===== src/rtl/mod4_sequence_checker_sat_counter.sv =====
// Saturating up-counter with synchronous clear (clear beats increment).
module sat_counter #(
  parameter int unsigned WIDTH = 8
) (
  input  logic             clock,
  input  logic             reset,
  input  logic             inc,
  input  logic             clear,
  output logic [WIDTH-1:0] count
);

  always_ff @(posedge clock or posedge reset) begin
    if (reset) begin
      count <= '0;
    end else if (clear) begin
      count <= '0;
    end else if (inc && (count != '1)) begin
      count <= count + 1'b1;
    end
  end

endmodule


===== config.mk =====
export PLATFORM = sky130hd
export DESIGN_NAME = sat_counter
export DESIGN_NICKNAME = d
export VERILOG_FILES = /design/src/rtl/mod4_sequence_checker_sat_counter.sv
export SDC_FILE = /design/constraint.sdc
export NUM_CORES = 1
export LEC_CHECK = 0
export ABC_AREA = 1
export CELL_PAD_IN_SITES_DETAIL_PLACEMENT = 1
export CELL_PAD_IN_SITES_GLOBAL_PLACEMENT = 1
export CORE_MARGIN = 10
export CORE_UTILIZATION = 32
export DETAILED_ROUTE_END_ITERATION = 16
export PLACE_DENSITY = 0.8
export SETUP_SLACK_MARGIN = 0.15
export SLEW_MARGIN = 30
export SYNTH_ARGS = -nofsm -noshare
export SYNTH_HDL_FRONTEND = slang
export SYNTH_SLANG_ARGS = --single-unit

===== constraint.sdc =====
create_clock -name clock -period 1.4 [get_ports clock]
set_input_delay 0.28 -clock clock [delete_from_list [all_inputs] [get_ports clock]]
set_output_delay 0.28 -clock clock [all_outputs]
set_load 0.01 [all_outputs]

==> impl_results.md, run 1 <==
* Non-Filler Instances at 109
* P&R area growth vs syn at 55.8%
* Area of the multi-input gates at 315 um^2
* Net switching power at 0.142 mW
* Register share of total power at 47.1%
* Comb pwr share at 18.4%
* Total track usage at 9.34%
* Critical Path AT at 1420 ps
* Main combinational cell family by area after synthesis: simple AND/OR/NAND/NOR gates
* First-pass GRT wire length at 2.51 mm
* Syn nets at 74
* Boundary Pins at 12
* Routability cong. at 0.766
* FF-to-FF path depth at 9
* Clock latency on the worst-skew pair at 260 ps
* Filler instances at 193
* Switching share of power at 26.9%
* CP Capture Type: flip-flop
* Die width at 59.8 um
* Commonest cells post-synth: nand2_1, inv_1, dfrtp_1
* RSZ-0062 raised after global routing: yes
* Die H at 59.8 um
* Mapped Avg Cell Area at 7.34 um^2
* Slew @ Worst Pin at 337 ps
* Via count at 518
* Initial antenna violation count at 0
* Clock Power Share at 34.5%
* Crit path time final at 1280 ps
* Crit path kind: flip-flop to flip-flop
* Internal Pwr Total at 0.384 mW
* Htree depth at 1
* Peak Freq at 0.781 GHz
* Grt ovf at 0
* Wirelength per Cell at 13.9 um
* Buffers on Ports at 11
* Vias in the first global route at 566
* Final WS setup at 120 ps
* Pwr Total at 0.526 mW
* Setup Skew at 0.816 ps
* Post-Syn Area at 507 um^2
* Longest Clk Path Bufs at 2
* Yosys reg bits at 8
* Residual DRC at 0
* Top cells by area, synth: dfrtp_1, nand2_1, inv_1
* Area share of fa/ha/maj cells after synthesis at 2.47%
* Final WL at 1.52 mm
* Outcome: completed
* Row count at 14
* First-pass detailed-route iteration total at 2
* XOR/XNOR Fraction of Synth Area at 6.91%
* Synth Instances at 69
* Fin Setup TNS at 0 ps
* Largest Register: count
* Maximum fanout along the worst path at 6
* Most area-hungry cell type in the Yosys netlist: dfrtp_1
* Root Driver: clkbuf_4
* Seq/Total Area, Yosys at 39.5%
* Slew HR at 77.5%
* Top-count cell post-synth: nand2_1
* Clock Sinks at 8
* Post-synth EDFFs at 0
* Final Cycle Share at 91.4%
* Mux cell area share after synthesis at 0%
* Leak pwr at 0.442 nW
* Place WS at 15.2 ps
* HP Class: input port to async pin
* Worst-case vdd ir drop at 0.000449 V
* Main flop type after synthesis: dfrtp_1
* Register area at 201 um^2
* Drt via density at 4.75
* Share of Yosys cell area claimed by the top area cell type at 39.5%
* Final hold viol count at 0
* Core ar. at 0.00151 mm^2
* DIE AREA at 0.00358 mm^2
* CTS clk-pin slew, worst paths at 60 ps
* CTS Buf Count at 3
* Post-synthesis simple-gate area fraction at 39.0%
* Pins Over Slew Limit at 0
* Starting Density at 33.6%
* CP startpoint kind: flip-flop
* Antenna diode count at 0
* Largest net degree at the start of global routing at 9
* Largest regs: count: 8 flops
* Async set-reset flop share out of synthesis at 100%
* Placed Instances at 100
* Max_cap viols at 0
* Max reg flops at 8
* Layout cells sized above 1 at 37.6%
* Nets at 100
* CTS tree: done
* Yosys warns at 0
* First DRT Iteration DRCs at 1
* Setup violations, final at 0
* Synth unique cells at 16
* Critical Path RT at 1540 ps
* Post-DP HPWL at 1.10 mm
* Final ANT Viol Nets at 0
* Power per cell area at 666 mW/mm^2
* Compound-Gate Fraction of Synth Area at 2.96%
worst max-delay path, stage by stage, from the launching register on:
cell,delay [ps]
dfrtp_2,440
ha_4,180
nand2_4,60
nor2_4,40
nand2_2,80
nand2_4,70
nand2_4,90
clkinv_4,90
nand2_1,60
nand2_1,50
routing by layer:
layer | global-route usage [%] | wire (um) | vias up
li1 | - | - | 258
met1 | 10.6 | 618 | 250
met2 | 14.3 | 780 | 8
met3 | 3.60 | 108 | 2
met4 | 5.77 | 8 | 0
met5 | 0 | 0 | -
metrics by stage:
stage,cell area [um^2],util (%),hold slack (ps)
floorplan,512,-,95.7
detailed placement,672,44.6,544
CTS,738,49.0,276
global placement,672,44.6,526
global route,790,52.4,290
finish,790,52.4,278
placed cells by master (no fill, tap or decap):
master,synthesis,routed
dfrtp_2,0,1
nor2_2,1,2
nand3_1,5,4
nand2_2,2,7
inv_1,10,9
nor2_4,1,2
clkbuf_4,0,3
buf_4,0,9
clkdlybuf4s50_1,0,3
a21oi_1,2,1
buf_6,0,2
ha_4,0,1
dlygate4sd2_1,0,5
inv_2,0,1
xnor2_1,1,1
a21oi_2,0,1
clkdlybuf4s15_1,0,2
clkinv_4,1,1
nand3_2,0,1
nor2_1,5,3
nand2_4,2,3
nor3b_1,1,1
dfrtp_1,8,7
o21ai_2,0,1
nand2_1,25,19
xor2_1,3,3
cell families after synthesis:
group / after synthesis
and+or+nand+nor: 42
AOI/OAI and AO/OA: 3
DFF: 8
adders and majority gates: 1
buffers and inverters: 11
xor gates and xnor gates: 4
repair_timing:
| action | 4_1_cts | 5_1_grt |
|---|---|---|
| buffers inserted | 4 | 2 |
| hold buffers | 0 | 0 |
| pin swaps | 4 | 2 |
| endpoints found under the setup margin | 16 | 10 |
| resized for setup | 17 | 14 |
power groups by stage:
stage | registers, mW | logic [mW] | clock network, mW
final | 0.248 | 0.0969 | 0.181
after global routing | 0.249 | 0.108 | 0.210
after CTS | 0.245 | 0.0804 | 0.197
after detailed placement | 0.250 | 0.0722 | 0
after global placement | 0.250 | 0.0702 | 0
after floorplan | 0.253 | 0.0321 | 0
layout make-up:
type | instances | share of cell area, %
multi-input cells | 50 | 39.9
flip-flops and latches | 8 | 25.5
repair buffers | 21 | 23.3
inverters | 11 | 5.86
clock buffers | 3 | 2.85
well taps | 16 | 2.54
path summary, 6_finish.rpt:
path | startpoint | to | slack [ps]
setup / recovery | count[1] | count[1] | 120
hold / removal | reset | count[3] | 280
setup reg to reg | count[1] | count[1] | 120
hold reg to reg | count[1] | count[1] | 570
max in group asynchronous | reset | count[1] | 850
min in group clock | count[1] | count[1] | 570
(Power assumes the default switching activity.)
==> run 2, diff against run 1 <==
--- a/config.mk
+++ b/config.mk
@@ -13,7 +13,6 @@
 export DETAILED_ROUTE_END_ITERATION = 16
 export PLACE_DENSITY = 0.8
 export SETUP_SLACK_MARGIN = 0.15
-export SLEW_MARGIN = 30
 export SYNTH_ARGS = -nofsm -noshare
 export SYNTH_HDL_FRONTEND = slang
 export SYNTH_SLANG_ARGS = --single-unit
==> results of run 2 <==
Final layout, timing and power as in run 1 (identical DEF).
